`config.mk`:
```
export PLATFORM = sky130hd
export DESIGN_NAME = fetch_sequencer
export DESIGN_NICKNAME = d
export VERILOG_FILES = /design/src/rtl/fetch_pkg.sv /design/src/rtl/fetch_skid_fifo.sv /design/src/rtl/fetch_sequencer.sv
export SDC_FILE = /design/constraint.sdc
export NUM_CORES = 1
export LEC_CHECK = 0
export BUFFER_PORTS_ARGS = -buffer_cell sky130_fd_sc_hd__buf_2
export CORE_UTILIZATION = 27
export DETAILED_ROUTE_END_ITERATION = 6
export SKIP_CTS_REPAIR_TIMING = 1
export SLEW_MARGIN = 5
export SYNTH_ARGS = -nofsm -noshare
export SYNTH_HDL_FRONTEND = slang
export SYNTH_SLANG_ARGS = --single-unit
```
`constraint.sdc`:
```
create_clock -name clk -period 3.17 [get_ports clk]
set_input_delay 0.7925 -clock clk [delete_from_list [all_inputs] [get_ports clk]]
set_output_delay 0.7925 -clock clk [all_outputs]
set_load 0.005 [all_outputs]
```
`src/rtl/fetch_pkg.sv`:
```
// fetch_pkg: shared FSM state type and sizing constants for the fetch sequencer.
package fetch_pkg;
  localparam int ADDR_W_DEF = 8;
  localparam int DATA_W_DEF = 32;
  localparam int BUF_DEPTH = 2;
  typedef enum logic [1:0] {IDLE, FETCH, DRAIN, DONE} state_e;
endpackage

```
`src/rtl/fetch_skid_fifo.sv`:
```
// fetch_skid_fifo: 2-entry synchronous FIFO with push/pop/flush and occupancy count.
module fetch_skid_fifo
  import fetch_pkg::*;
#(
  parameter int W = 40
) (
  input  logic         clk,
  input  logic         reset,
  input  logic         push_i,
  input  logic         pop_i,
  input  logic         flush_i,
  input  logic [W-1:0] din_i,
  output logic [W-1:0] dout_o,
  output logic [1:0]   count_o
);
  logic [W-1:0] mem_q [BUF_DEPTH];
  logic         rd_q, wr_q;
  logic [1:0]   cnt_q;
  logic         do_push, do_pop;
  assign do_pop  = pop_i && cnt_q != 2'd0;
  assign do_push = push_i && (cnt_q != 2'(BUF_DEPTH) || do_pop);
  always_ff @(posedge clk) begin
    if (reset || flush_i) begin
      rd_q  <= 1'b0;
      wr_q  <= 1'b0;
      cnt_q <= '0;
    end else begin
      if (do_push) begin
        mem_q[wr_q] <= din_i;
        wr_q        <= !wr_q;
      end
      if (do_pop) rd_q <= !rd_q;
      cnt_q <= cnt_q + 2'(do_push) - 2'(do_pop);
    end
  end
  assign dout_o  = mem_q[rd_q];
  assign count_o = cnt_q;
endmodule

```
`src/rtl/fetch_sequencer.sv`:
```
// fetch_sequencer: PC owner issuing instruction-memory reads with a 2-entry skid buffer to decode.
// Optional FETCH_PERF_EN adds saturating fetch/stall performance counters.
module fetch_sequencer
  import fetch_pkg::*;
#(
  parameter int ADDR_W   = ADDR_W_DEF,
  parameter int DATA_W   = DATA_W_DEF,
  parameter int DEPTH    = 5,
  parameter int START_PC = 0
) (
  input  logic              clk,
  input  logic              reset,
  input  logic              start,
  input  logic              halt,
  input  logic              redirect_valid,
  input  logic [ADDR_W-1:0] redirect_addr,
  output logic [ADDR_W-1:0] mem_addr,
  input  logic [DATA_W-1:0] mem_instruction,
  output logic              inst_valid,
  input  logic              inst_ready,
  output logic [DATA_W-1:0] inst_data,
  output logic [ADDR_W-1:0] inst_pc,
  output logic              busy,
  output logic              done,
  output logic              addr_err
`ifdef FETCH_PERF_EN
  ,
  output logic [15:0]       perf_fetched,
  output logic [15:0]       perf_stall
`endif
);
  localparam logic [ADDR_W-1:0] LAST  = ADDR_W'(DEPTH - 1);
  localparam logic [ADDR_W-1:0] PC0   = ADDR_W'(START_PC);
  localparam logic [ADDR_W-1:0] LIMIT = ADDR_W'(DEPTH);
  state_e                     state_q, state_d;
  logic [ADDR_W-1:0]          pc_q, pc_d, ipc_q, ipc_d;
  logic                       infl_q, infl_d, kill_q, kill_d, err_q, err_d;
  logic [1:0]                 cnt;
  logic [ADDR_W+DATA_W-1:0]   head;
  logic                       active, redir, redir_ok, pop, push, issue, launch;
  assign active   = state_q == FETCH || state_q == DRAIN;
  assign redir    = active && redirect_valid;
  assign redir_ok = redir && redirect_addr < LIMIT;
  assign pop      = inst_valid && inst_ready;
  assign launch   = (state_q == IDLE || state_q == DONE) && start;
  // Entries being popped this cycle free their slot, which sustains one word per cycle.
  assign issue    = state_q == FETCH && !(halt && !redir_ok) && (cnt - 2'(pop) + 2'(infl_q)) < 2'(BUF_DEPTH);
  assign push     = infl_q && !kill_q && !redir_ok;
  assign err_d    = redir && !redir_ok;
  always_comb begin
    state_d = state_q;
    pc_d    = issue ? pc_q + 1'b1 : pc_q;
    ipc_d   = issue ? pc_q : ipc_q;
    infl_d  = issue;
    kill_d  = issue && redir_ok;
    if (redir_ok) begin
      state_d = FETCH;
      pc_d    = redirect_addr;
    end else if (state_q == FETCH && halt) begin
      state_d = DRAIN;
    end else if (issue && pc_q == LAST) begin
      state_d = DRAIN;
    end else if (state_q == DRAIN && !infl_q && cnt == 2'd0) begin
      state_d = DONE;
    end else if (launch) begin
      state_d = FETCH;
      pc_d    = PC0;
    end
  end
  always_ff @(posedge clk) begin
    if (reset) begin
      state_q <= IDLE;
      pc_q    <= PC0;
      ipc_q   <= '0;
      infl_q  <= 1'b0;
      kill_q  <= 1'b0;
      err_q   <= 1'b0;
    end else begin
      state_q <= state_d;
      pc_q    <= pc_d;
      ipc_q   <= ipc_d;
      infl_q  <= infl_d;
      kill_q  <= kill_d;
      err_q   <= err_d;
    end
  end
  fetch_skid_fifo #(.W(ADDR_W + DATA_W)) u_buf (
    .clk     (clk),
    .reset   (reset),
    .push_i  (push),
    .pop_i   (pop),
    .flush_i (redir_ok),
    .din_i   ({ipc_q, mem_instruction}),
    .dout_o  (head),
    .count_o (cnt)
  );
  assign mem_addr   = pc_q;
  assign inst_valid = cnt != 2'd0;
  assign inst_data  = inst_valid ? head[DATA_W-1:0] : '0;
  assign inst_pc    = inst_valid ? head[ADDR_W+DATA_W-1:DATA_W] : '0;
  assign busy       = active;
  assign done       = state_q == DONE;
  assign addr_err   = err_q;
`ifdef FETCH_PERF_EN
  logic [15:0] fetched_q, stall_q;
  always_ff @(posedge clk) begin
    if (reset || launch) begin
      fetched_q <= '0;
      stall_q   <= '0;
    end else begin
      if (push && fetched_q != 16'hFFFF) fetched_q <= fetched_q + 16'd1;
      if (inst_valid && !inst_ready && stall_q != 16'hFFFF) stall_q <= stall_q + 16'd1;
    end
  end
  assign perf_fetched = fetched_q;
  assign perf_stall   = stall_q;
`endif
endmodule

```
==> impl_metrics.json <==
{
  "rsz0062_at_grt": "no",
  "antenna_left": 0,
  "fin_cells": 626,
  "path_cells": "buf_4 -> mux2i_1 -> nor2_1 -> buf_2",
  "hold_class": "reg2reg",
  "place.port_buffers": 97,
  "die_width_um": 127.5,
  "wl_um": 8340,
  "post-place-cells": 610,
  "vias_per_cell": 4.236,
  "clock_sinks": 106,
  "dieArea_um2": 16270,
  "cts_tree": "yes",
  "crit_family": "flip-flops",
  "ys.flop_type": "edfxtp_1",
  "drv_cap": 0,
  "clockBufferDepth": 2,
  "grt_usage": 0.1090,
  "grt_pass1_wl_um": 13260,
  "worst_skew_pair.late_latency_ns": 0.35,
  "skew_ns": 0.009595,
  "slowest_delay_ns": 0.69,
  "drtPass1Iterations": 4,
  "finalSetupViolCount": 0,
  "maxSlewViolCount": 0,
  "drc": 0,
  "initial_core_util": 0.2779,
  "insertedDiodeCount": 0,
  "cts_root_buffer": "clkbuf_16",
  "drive_gt1_frac": 0.3108,
  "status": "complete, no violations",
  "cts-buffers-inserted": 9,
  "slowest_stage": "dfxtp_2",
  "critPathBufInv": 2,
  "ir_drop_v": 0.0002661,
  "crit_path_start_kind": "register",
  "max_slew_margin": 0.3449,
  "synth_nets": 363,
  "area_growth_pct": 24.14,
  "synth-seq-area-share": 0.6869,
  "cp_max_fo": 18,
  "leakage_uw": 0.002069,
  "synth.top_cell.area_share": 0.5645,
  "yosysWarnings": 0,
  "grt_pass1_vias": 2555,
  "yosysTopAreaCell": "edfxtp_1",
  "vias": 2652,
  "globalRouteOverflowTotal": 0,
  "synth.distinct_cells": 38,
  "nets": 463,
  "core-area_um2": 15310,
  "p_total_uw": 3718,
  "crit_arrival_ns": 1.88,
  "finalHoldViolCount": 0,
  "p_per_area_nw_per_um2": 703.8,
  "synth_area_leaders": "edfxtp_1 (56%), dfxtp_1 (12%), mux2i_1 (12%), nor2_1 (5.5%), ha_1 (2.1%)",
  "clock.fmax_mhz": 374.4,
  "setup_tns_ns": 0,
  "worst_pin_slew_ns": 0.9827,
  "grt_max_degree": 42,
  "antenna_found_initial": 0,
  "drt-initial-drc-count": 173,
  "synthArstFlopShare": 0,
  "path_clk_slew_ns": 0.07,
  "syn_avg_cell_area_um2": 13.73,
  "fp-row-count": 45,
  "wl_per_cell_um": 13.32,
  "die_y_um": 127.5,
  "min_period_ns": 2.671,
  "required_ns": 2.38,
  "ios": 98,
  "hpwl_um": 5752,
  "place.gp.congestion": 0.7407,
  "synth_edf_count": 80,
  "syn-cell-area_um2": 4255,
  "cp-end-kind": "output pin",
  "post-route-period-util": 0.8426,
  "critical_path_class": "reg2out",
  "synth_seq_cells": 106,
  "cts.htree.levels": 3,
  "netlist_instances": 310
}
cell type report:
type | count | area [um^2]
Sequential cell | 106 | 2924
Multi-Input combinational cell | 183 | 1260
Tap cell | 211 | 264.0
Clock inverter | 7 | 56.30
Inverter | 8 | 30.03
Clock buffer | 9 | 225.2
Fill cell | 1555 | 10030
Timing Repair Buffer | 102 | 523.0
report_power, final:
group / switching (uW) / internal, uW
Clock: 511 / 546
Sequential: 78.7 / 1560
Combinational: 564 / 460
Total: 1150 / 2560
flip-flops by register name, indices dropped and copies added (netlist names), named ones only:
register and flops:
u_buf.mem_q 80, infl_q 1, state_q 2, mem_addr 8
u_buf.wr_q 1, u_buf.rd_q 1, kill_q 1, ipc_q 8
addr_err 1, u_buf.count_o 2
metal layers:
| layer | wire length (um) | track usage | share of wire | vias to the layer above |
|---|---|---|---|---|
| met3 | 373 | 0.03350 | 0.045 | 10 |
| met2 | 4090 | 0.1816 | 0.49 | 64 |
| li1 | - | - | - | 1319 |
| met1 | 3747 | 0.1303 | 0.45 | 1259 |
| met4 | 129 | 0.04622 | 0.015 | 0 |
| met5 | 0 | 0 | 0 | - |
path summary, 6_finish.rpt:
path | endpoint | slack (ns) | startpoint | cells after the start
max | inst_data[10] | 0.50 | register | 4
min | u_buf.mem_q[1][33] | 0.46 | ipc_q[1] | 0
max reg2reg | u_buf.mem_q[1][30] | 0.57 | state_q[0] | 6
min reg2reg | u_buf.mem_q[1][33] | 0.46 | ipc_q[1] | 0
cells in the mapped netlist (3+ instances only):
master and count:
edfxtp_1 80, nor2_1 62, mux2i_1 49, dfxtp_1 26, inv_1 8, ha_1 7, nand2_1 7, a21oi_1 6
clkbuf_1 6, nand3_1 5, nand4_1 5, xnor2_1 5, buf_1 4, xor2_1 4, and3_1 3, nor3_1 3
o21ai_0 3, o21ai_1 3, or3_1 3
kinds of logic (layout without fill, tap and decap cells):
kind of cell               count (synthesis)  after routing  synth area share
xor gates and xnor gates                   9              9           0.01852
adders and majority gates                  7              7           0.02058
and+or+nand+nor                          101            101            0.1103
DFF                                      106            106            0.6869
buffers and inverters                     21            126           0.02087
AOI/OAI and AO/OA                         17             17           0.02764
muxes                                     49             49            0.1153
through the flow:
| step | util | setup slack (ns) | hold WS, ns | cell area, um^2 |
|---|---|---|---|---|
| 2_1_floorplan | - | 0.2987 | 0.4253 | 4258 |
| 3_3_place_gp | 0.3266 | 0.2079 | 0.4397 | 5001 |
| 3_5_place_dp | 0.3266 | 0.1356 | 0.4459 | 5001 |
| 4_1_cts | 0.3449 | 0.4389 | 0.4641 | 5283 |
| 5_1_grt | 0.3449 | 0.3109 | 0.4777 | 5283 |
| 6_report | 0.3449 | 0.4991 | 0.4604 | 5283 |
cell usage in the layout (no fill, tap or decap), types with 6 or more instances in the layout:
master	count
ha_1	7
nand2_1	7
clkbuf_16	9
dfxtp_1	25
a21oi_1	6
nor2_1	60
inv_1	8
edfxtp_1	80
buf_2	97
mux2i_1	49
(Power assumes the default switching activity.)
